**src/rtl/seq_mult.sv**
```systemverilog
// Sequential shift-add multiplier: one partial-product step per clock, WIDTH steps per product.
// Define SEQ_MULT_SIGNED_EN for two's-complement operands (sign-magnitude multiply, negate on last step).
module seq_mult #(
   parameter int WIDTH = 8
) (
   input  logic               clk,
   input  logic               rst,
   input  logic               start,
   input  logic [WIDTH-1:0]   a,
   input  logic [WIDTH-1:0]   b,
   output logic               busy,
   output logic               done,
   output logic [2*WIDTH-1:0] P
);

   typedef enum logic {IDLE, RUN} state_t;

   localparam int CW = $clog2(WIDTH + 1);

   state_t             state, state_nx;
   logic [2*WIDTH-1:0] mcand;
   logic [2*WIDTH-1:0] psum;
   logic [WIDTH-1:0]   mplier;
   logic [CW-1:0]      cnt;

   logic               accept;
   logic               last;
   logic [2*WIDTH-1:0] psum_nx;
   logic [2*WIDTH-1:0] result;
   logic [WIDTH-1:0]   a_mag;
   logic [WIDTH-1:0]   b_mag;

`ifdef SEQ_MULT_SIGNED_EN
   logic neg;

   // Magnitude of the most negative value wraps to itself, which reads correctly as unsigned.
   always_comb begin
      a_mag = a[WIDTH-1] ? (~a + WIDTH'(1)) : a;
      b_mag = b[WIDTH-1] ? (~b + WIDTH'(1)) : b;
   end

   always_ff @(posedge clk or posedge rst) begin
      if (rst)
         neg <= 1'b0;
      else if (accept)
         neg <= a[WIDTH-1] ^ b[WIDTH-1];
   end

   assign result = neg ? (~psum_nx + (2*WIDTH)'(1)) : psum_nx;
`else
   assign a_mag  = a;
   assign b_mag  = b;
   assign result = psum_nx;
`endif

   // NOTE: every signal written in always_comb gets a default first, so no path leaves it unassigned (no latch).
   always_comb begin
      state_nx = state;
      accept   = 1'b0;
      last     = 1'b0;
      case (state)
         IDLE: begin
            if (start) begin
               accept   = 1'b1;
               state_nx = RUN;
            end
         end
         RUN: begin
            if (cnt == CW'(WIDTH - 1)) begin
               last     = 1'b1;
               state_nx = IDLE;
            end
         end
         default: state_nx = IDLE;
      endcase
   end

   assign psum_nx = mplier[0] ? (psum + mcand) : psum;

   // The cycle right after acceptance is not reported busy; busy covers steps 1..WIDTH-1.
   assign busy = (state == RUN) && (cnt != '0);

   // NOTE: sequential state uses non-blocking assignments so all registers update from pre-edge values.
   always_ff @(posedge clk or posedge rst) begin
      if (rst)
         state <= IDLE;
      else
         state <= state_nx;
   end

   always_ff @(posedge clk or posedge rst) begin
      if (rst) begin
         mcand  <= '0;
         psum   <= '0;
         mplier <= '0;
         cnt    <= '0;
         done   <= 1'b0;
         P      <= '0;
      end else begin
         done <= last;
         if (accept) begin
            mcand  <= {{WIDTH{1'b0}}, a_mag};
            mplier <= b_mag;
            psum   <= '0;
            cnt    <= '0;
         end else if (state == RUN) begin
            psum   <= psum_nx;
            mcand  <= mcand << 1;
            mplier <= mplier >> 1;
            cnt    <= cnt + CW'(1);
            if (last)
               P <= result;
         end
      end
   end

endmodule

```
**config.mk**
```make
export PLATFORM = sky130hd
export DESIGN_NAME = seq_mult
export DESIGN_NICKNAME = d
export VERILOG_FILES = /design/src/rtl/seq_mult.sv
export SDC_FILE = /design/constraint.sdc
export NUM_CORES = 1
export LEC_CHECK = 0
export ABC_AREA = 1
export CORE_MARGIN = 2
export CORE_UTILIZATION = 30
export DETAILED_ROUTE_END_ITERATION = 10
export PLACE_DENSITY = 0.6
export SYNTH_ARGS = -nofsm -noshare
export SYNTH_HDL_FRONTEND = slang
export SYNTH_SLANG_ARGS = --single-unit
```
**constraint.sdc**
```tcl
create_clock -name clk -period 3.45 [get_ports clk]
set_clock_uncertainty 0.2 [all_clocks]
set_input_delay 1.035 -clock clk [delete_from_list [all_inputs] [get_ports clk]]
set_output_delay 1.035 -clock clk [all_outputs]
set_load 0.05 [all_outputs]
```
==> results of run 1 <==
==> cells in the mapped netlist, drive strengths merged <==
| master | n | area share |
|---|---|---|
| a21oi | 7 | 0.0098 |
| a22oi | 1 | 0.0021 |
| a31oi | 1 | 0.0018 |
| and2 | 1 | 0.0025 |
| buf | 10 | 0.019 |
| clkbuf | 5 | 0.0081 |
| dfrtp | 62 | 0.44 |
| fa | 1 | 0.0056 |
| ha | 17 | 0.060 |
| inv | 73 | 0.077 |
| nand2 | 165 | 0.18 |
| nand3 | 40 | 0.062 |
| nand3b | 2 | 0.0042 |
| nand4 | 2 | 0.0035 |
| nor2 | 13 | 0.014 |
| nor3 | 3 | 0.0056 |
| o211ai | 4 | 0.0084 |
| o21ai | 26 | 0.037 |
| o221ai | 8 | 0.020 |
| o22ai | 9 | 0.016 |
| or2 | 10 | 0.018 |
| xnor2 | 4 | 0.0098 |
| xor2 | 1 | 0.0025 |
==> layout by cell type (no fill, tap or decap), types with 9 or more instances in the layout <==
master           count
nand2_1            157
inv_1               70
dfrtp_1             62
nand3_1             36
clkdlybuf4s50_1     35
o21ai_0             21
ha_1                17
nor2_1              12
o22ai_1              9
clkbuf_16            9
==> kinds of logic (layout without fill, tap and decap cells) <==
logic type                 after synthesis  in the layout  synth area share
DFF                                     62             62             0.436
adders and majority gates               18             18            0.0653
buffers and inverters                   88            130             0.104
AOI/OAI and AO/OA                       56             56            0.0941
xor gates and xnor gates                 5              5            0.0123
and+or+nand+nor                        236            236             0.289
==> path summary, 6_finish.rpt <==
check	from	endpoint	slack, ns	cells after the start
min reg2reg	P[9]	P[9]	0.28	2
max	P[1]	P[1]	0.69	1
max in group asynchronous	rst	P[7]	1.88	3
min in group asynchronous	rst	cnt[0]	0.88	3
min	P[9]	P[9]	0.28	2
max reg2reg	mcand[0]	P[8]	1.23	11
==> sequential cells by signal (all words and copies together), names as in the netlist <==
register	cells
done	1
psum	16
mplier	8
state	1
cnt	4
mcand	16
P	16
==> power by group <==
group | internal (mW) | leakage (nW) | switching (mW)
Clock | 0.634 | 0.156 | 0.347
Sequential | 1.04 | 0.791 | 0.248
Combinational | 0.850 | 1.25 | 1.49
==> layout make-up <==
class	instances	area [um^2]	area share
Tap cell	143	179	0.0409
Sequential cell	62	1550	0.354
Clock inverter	7	98.8	0.0226
Timing Repair Buffer	41	408	0.0932
Clock buffer	9	225	0.0514
Inverter	73	274	0.0626
Multi-Input combinational cell	315	1640	0.375
==> through the flow <==
step / utilization / setup WS (ns) / cell area (um^2)
CTS: 0.380 / 0.683 / 4380
detailed placement: 0.352 / 0.769 / 4050
global route: 0.380 / 0.648 / 4380
global placement: 0.352 / 0.794 / 4050
floorplan: - / 0.666 / 3560
finish: 0.380 / 0.693 / 4380
==> metal layers <==
metal	vias to the layer above	share of wire	global-route usage
met5	-	0	0
met3	11	0.036	0.0343
met1	1406	0.46	0.170
met4	0	0.018	0.0593
met2	42	0.48	0.244
li1	1553	-	-
==> flow_summary.yaml, run 1 <==
global_routing:
  grt_pass1_vias: 3087
  grt_overflow: 0
  grt_max_degree: 63
  grt.total_usage: 0.142
  grt_first_pass_wirelength_um: 14400
  antenna_found_initial: 0
timing:
  relSlewSlack: 0.373
  period_share: 0.799
  drv_slew: 0
  hold_slack_ns: 0.283
  setup_violations: 0
  setup_tns_ns: 0
  max_freq_mhz: 363
  grt_setup_unrepaired: "no"
  tightest_slew_ns: 0.941
  period_needed_ns: 2.76
  hold_viol: 0
clock_tree:
  postCtsHoldBufs: 0
  insertion_delay_ns: 0.33
  cts_sinks: 62
  cts_tree: "yes"
  postCtsSetupBuffers: 0
  root_buffer: "clkbuf_16"
  ctsLongestPathBuffers: 2
  cts.clk_slew.worst_paths_ns: 0.05
  numCtsBuffers: 9
  cts_resized: 0
  cts_htree_levels: 3
yosys:
  syn_nets: 502
  ys_seq_area_frac: 0.436
  syn-cell-area_mm2: 0.00356
  synth_seq_cells: 62
  yosys_warnings: 0
  synth.avg_cell_area_um2: 7.66
  ys_types: 34
  synthCells: 465
layout:
  finalNonFillerCells: 650
  drive_gt1_frac: 0.0947
  area_delta_synth_final_pct: 22.9
  n_fill_cell: 1213
  finalNetCount: 539
  n_antenna_cell: 0
worst_setup_path:
  required_ns: 2.21
  crit_buf_inv: 1
  crit_family: "buffers and inverters"
  slowest_stage: "clkdlybuf4s50_1"
  critPathCaptureType: "primary output"
  crit_chain: "clkdlybuf4s50_1"
  path_max_fanout: 2
  arrival_ns: 1.52
  startpoint_type: "flip-flop"
  critical_path_class: "reg2out"
  cp_slowest_stage_delay_ns: 0.82
power:
  p_leak_nw: 2.20
  p_total_mw: 4.61
  power_density_mw_per_mm2: 1050
  ir_worst_vdd_mv: 0.516
placement:
  hpwl_um: 5790
  port_buffers: 36
  place_inst: 634
  routabilityCongestion: 0.863
run:
  max-cap-violations: 0
die:
  io_pins: 37
  dieArea_mm2: 0.0128
  coreArea_mm2: 0.0115
  start_util: 0.309
  die_x_um: 113
  fp.dieH_um: 113
  rows: 39
routing:
  viasPerCell: 4.63
  drtAntennaViolNets: 0
  vias: 3012
  drtIter0Drc: 120
  routedWlPerCell_um: 12.8
  drt-total-wl_um: 8310
  drc: 1
  dr.pass1.iters: 8
outcome:
  violations: "design-rule violations"
  status: "finished, violations left"
worst_hold_path:
  hold_class: "reg2reg"
No activity file was read; power rests on OpenSTA's default activity.
==> run 2: changes to the inputs <==
--- a/config.mk
+++ b/config.mk
@@ -9,7 +9,7 @@
 export CORE_MARGIN = 2
 export CORE_UTILIZATION = 30
 export DETAILED_ROUTE_END_ITERATION = 10
-export PLACE_DENSITY = 0.6
+export PLACE_DENSITY = 0.61
 export SYNTH_ARGS = -nofsm -noshare
 export SYNTH_HDL_FRONTEND = slang
 export SYNTH_SLANG_ARGS = --single-unit
==> constraint.sdc (replaced) <==
create_clock -name clk -period 2.25 [get_ports clk]
set_clock_uncertainty 0.2 [all_clocks]
set_input_delay 0.675 -clock clk [delete_from_list [all_inputs] [get_ports clk]]
set_output_delay 0.675 -clock clk [all_outputs]
set_load 0.05 [all_outputs]
==> run 2 against run 1 <==
Compared with the run above: the run still ends with design-rule violations left; sequential share of layout area down 0.50 points; utilization rose by 0.54 points; wire length up 2.0%; power grew 56%; design area rose by 1.4%; largest cell class unchanged; critical endpoint is now busy; combinational power increased by 61%; first-iteration DRC count is 21% lower; via count up 1.6%; critical path depth is 3 higher.
==> flow_summary.yaml, run 2 (same netlist as run 1, synthesis figures left out) <==
timing:
  relSlewSlack: 0.697
  period_share: 0.971
  setup_violations: 0
  period_needed_ns: 2.18
  hold_slack_ns: 0.284
  timing.final.ws_setup_ns: 0.0651
  hold_viol: 0
  setup_tns_ns: 0
  tightest_slew_ns: 0.455
  drv_slew: 0
  grt_setup_unrepaired: "no"
  max_freq_mhz: 458
power:
  switching_share: 0.453
  ir_worst_vdd_mv: 0.688
  switching_power_mw: 3.26
  p_int_mw: 3.94
  p_leak_nw: 2.27
  p_seq_frac: 0.270
  power_frac_comb: 0.523
  power_density_mw_per_mm2: 1620
  clkPwrFrac: 0.207
routing:
  drt-total-wl_um: 8480
  drtAntennaViolNets: 0
  vias: 3060
  dr.pass1.iters: 7
  viasPerCell: 4.64
  routedWlPerCell_um: 12.9
  drc: 1
  drtIter0Drc: 95
layout:
  final_area_mm2: 0.00444
  n_fill_cell: 1191
  area_delta_synth_final_pct: 24.7
  n_antenna_cell: 0
  seq_area_mm2: 0.00155
  final_core_util: 0.386
  layout_common_cells: "nand2_1, inv_1, dfrtp_1"
  drive_gt1_frac: 0.145
  layout_commonest_cell: "nand2_1"
  reg_top3: "P x16, mcand x16, psum x16"
  multi_input_area_mm2: 0.00166
  finalNetCount: 548
placement:
  port_buffers: 36
  hpwl_um: 6130
  pre_cts_slack_ns: 0.0807
  placed_cell_area_mm2: 0.00409
  routabilityCongestion: 0.873
clock_tree:
  cts.clk_slew.worst_paths_ns: 0.05
  insertion_delay_ns: 0.33
  root_buffer: "clkbuf_16"
  cts_sinks: 62
  numCtsBuffers: 9
  cts_htree_levels: 3
  cts_tree: "yes"
  postCtsHoldBufs: 0
  ctsLongestPathBuffers: 2
die:
  io_pins: 37
  rows: 39
  fp.dieH_um: 113
  die_x_um: 113
  dieArea_mm2: 0.0128
  coreArea_mm2: 0.0115
  start_util: 0.309
global_routing:
  grt_overflow: 0
  antenna_found_initial: 0
  grt_pass1_vias: 3135
  grt.total_usage: 0.143
  grt_max_degree: 63
  grt_first_pass_wirelength_um: 14500
worst_hold_path:
  hold_class: "reg2reg"
outcome:
  violations: "design-rule violations"
  status: "finished, violations left"
run:
  max-cap-violations: 0
worst_setup_path:
  critPathCaptureType: "primary output"
  startpoint_type: "flip-flop"
  required_ns: 1.37
  arrival_ns: 1.31
  path_max_fanout: 2
  critical_path_class: "reg2out"
## run 2: cell count changes in the layout (fill, tap and decap cells not counted), sizes merged
cell / previous run / this run
clkinv: 4 / 3
clkinvlp: 1 / 2
buf: 6 / 32
inv: 73 / 72
clkdlybuf4s50: 35 / 18
clkbuf: 9 / 10
## run 2: repair_timing
| action | in CTS | in global routing |
|---|---|---|
| pin swaps | 0 | 1 |
| resized for setup | 1 | 1 |
| endpoints found under the setup margin | 1 | 6 |
| buffers inserted | 2 | 1 |
## run 2: layout make-up
cell class              instances  share of cell area
well taps                     143              0.0403
multi-input cells             315               0.374
clock buffers                  10              0.0516
repair buffers                 50               0.103
flip-flops and latches         62               0.349
inverters                      73              0.0626
clock inverters                 6              0.0194
## run 2: path summary, 6_finish.rpt
check,startpoint,endpoint,slack [ns],cells after the start
setup / recovery,cnt[1],busy,0.07,4
hold / removal,P[1],P[1],0.28,2
setup reg to reg,mcand[6],psum[15],0.21,11
hold reg to reg,P[1],P[1],0.28,2
max in group asynchronous,rst,psum[5],1.00,3
min in group asynchronous,rst,P[8],0.57,3
## run 2: through the flow
step                      power, mW  cells
after floorplan                4.71    465
after detailed placement       5.68    640
after global routing           7.84    659
after global placement         5.60    640
final                          7.20    659
after CTS                      7.24    658
## run 2: power groups by stage
stage	Sequential (mW)	Clock, mW	Combinational [mW]
final	1.95	1.49	3.77
after global routing	2.01	1.57	4.27
after CTS	1.95	1.51	3.78
after detailed placement	1.97	0	3.71
after global placement	1.96	0	3.65
after floorplan	2.30	0	2.41
## run 2: critical path, stage by stage (launching register included)
cell and delay (ns):
dfrtp_1 0.35, inv_1 0.07, ha_1 0.21, a31oi_4 0.18, buf_12 0.16
## run 2: layer usage
metal  GRT usage  part of all wire
met4      0.0504             0.017
met2       0.237              0.47
met3      0.0348             0.036
met1       0.184              0.48
met5           0                 0
==> run 3: changes to the inputs <==
--- a/config.mk
+++ b/config.mk
@@ -7,9 +7,9 @@
 export LEC_CHECK = 0
 export ABC_AREA = 1
 export CORE_MARGIN = 2
-export CORE_UTILIZATION = 30
+export CORE_UTILIZATION = 40
 export DETAILED_ROUTE_END_ITERATION = 10
-export PLACE_DENSITY = 0.61
+export PLACE_DENSITY = 0.74
 export SYNTH_ARGS = -nofsm -noshare
 export SYNTH_HDL_FRONTEND = slang
 export SYNTH_SLANG_ARGS = --single-unit
==> run 3 against run 2 <==
Compared with the run above: the run now ends clean; design area down 2.5%; via count up 1.4%; worst setup slack better by 0.018 ns; non-clock buffer count unchanged; wire length down 3.7%; final cell count is 5.3% lower; die area decreased by 24%; critical path depth unchanged; worst hold slack about the same; register-to-register slack got worse by 0.03 ns; sequential share of layout area increased by 0.90 points; clock-buffer cell count rose by 1; critical path type unchanged.
==> flow_summary.yaml, run 3 (same netlist as run 1, synthesis figures left out) <==
timing:
  setup_violations: 0
  grt_setup_unrepaired: "no"
  max_freq_mhz: 461
  timing.final.ws_setup_ns: 0.0827
  period_share: 0.963
  tightest_slew_ns: 0.408
  period_needed_ns: 2.17
  setup_tns_ns: 0
  relSlewSlack: 0.725
  hold_viol: 0
  drv_slew: 0
run:
  max-cap-violations: 0
routing:
  drt-total-wl_um: 8170
  vias: 3104
  viasPerCell: 4.97
  drc: 0
  routedWlPerCell_um: 13.1
  dr.pass1.iters: 4
  drtIter0Drc: 150
  drtAntennaViolNets: 0
worst_setup_path:
  startpoint: "cnt[0]"
  required_ns: 1.37
  path_max_fanout: 2
  crit_buf_inv: 2
  slowest_stage: "dfrtp_1"
  cp_slowest_stage_delay_ns: 0.36
  crit_family: "flip-flops"
  rr_startpoint: "mcand[0]"
  critical_path_class: "reg2out"
  critPathCaptureType: "primary output"
  crit_chain: "inv_1 -> ha_2 -> a31oi_4 -> buf_12"
  startpoint_type: "flip-flop"
  arrival_ns: 1.29
die:
  rows: 34
  dieArea_mm2: 0.00968
  coreArea_mm2: 0.00868
  die_x_um: 98.4
  fp.dieH_um: 98.4
  io_pins: 37
  start_util: 0.410
layout:
  reg_top3: "P x16, mcand x16, psum x16"
  area_delta_synth_final_pct: 21.5
  finalNetCount: 548
  drive_gt1_frac: 0.149
  finalNonFillerCells: 624
  n_antenna_cell: 0
  layout_commonest_cell: "nand2_1"
  layout_common_cells: "nand2_1, inv_1, dfrtp_1"
global_routing:
  antenna_found_initial: 0
  grt_max_degree: 27
  grt_pass1_vias: 3139
  grt_overflow: 0
  grt_first_pass_wirelength_um: 14100
  grt.total_usage: 0.180
placement:
  routabilityCongestion: 0.858
  port_buffers: 36
  place_inst: 605
  pre_cts_slack_ns: 0.102
  hpwl_um: 6070
outcome:
  status: "complete, no violations"
clock_tree:
  cts.clk_slew.worst_paths_ns: 0.07
  insertion_delay_ns: 0.34
  ctsLongestPathBuffers: 2
  cts_sinks: 62
  postCtsHoldBufs: 0
  root_buffer: "clkbuf_8"
  cts_htree_levels: 3
  cts_tree: "yes"
  numCtsBuffers: 9
power:
  power_density_mw_per_mm2: 1580
  p_leak_nw: 2.24
  ir_worst_vdd_mv: 0.928
worst_hold_path:
  min_from: "P[11]"
  hold_class: "reg2reg"
run 3: cell count changes in the layout (fill, tap and decap cells not counted), sizes merged:
cell,before,now
clkbuf,10,11
clkinv,3,2
run 3: worst paths after layout:
| kind | end | slack [ns] | cells after the start |
|---|---|---|---|
| min in group asynchronous | P[0] | 0.47 | 2 |
| max | busy | 0.08 | 4 |
| min | P[11] | 0.28 | 2 |
| max reg2reg | P[8] | 0.18 | 11 |
| min reg2reg | P[11] | 0.28 | 2 |
| max in group asynchronous | mcand[4] | 0.92 | 3 |
run 3: power by group:
part | switching, mW | internal, mW | leakage, nW
clock | 0.443 | 0.684 | 0.116
sequential | 0.333 | 1.60 | 0.791
combinational | 2.42 | 1.37 | 1.33
total | 3.20 | 3.66 | 2.24
run 3: layout make-up:
| cell class | count | area, um^2 |
|---|---|---|
| Timing Repair Buffer | 50 | 470 |
| Clock inverter | 5 | 81.3 |
| Fill cell | 854 | 4350 |
| Sequential cell | 62 | 1550 |
| Clock buffer | 11 | 151 |
| Tap cell | 108 | 135 |
| Inverter | 73 | 278 |
| Multi-Input combinational cell | 315 | 1660 |
run 3: layer usage:
layer / global-route usage / up-vias / wire length [um]
met5: 0 / - / 0
met3: 0.0372 / 13 / 248
met4: 0.0674 / 0 / 165
met2: 0.302 / 54 / 4040
met1: 0.230 / 1468 / 3710
li1: - / 1569 / -
run 3: timing repair:
action | 4_1_cts | 5_1_grt
pin swaps | 0 | 1
resized for setup | 1 | 2
setup buffers | 2 | 1
setup endpoints to repair | 1 | 5
run 3: metrics by stage:
step	area, um^2	utilization	power [mW]	hold slack [ns]
final	4330	0.499	6.85	0.283
after detailed placement	4060	0.468	5.66	0.270
after floorplan	3570	-	4.71	0.258
after CTS	4320	0.497	6.86	0.289
after global routing	4330	0.499	7.46	0.302
after global placement	4060	0.468	5.53	0.268
run 3: tightest hold or removal path: cells and delay by family, from the launching register on:
family	cells	cell delay (ns)
flip-flops	1	0.35
AND/OR/NAND/NOR	2	0.10
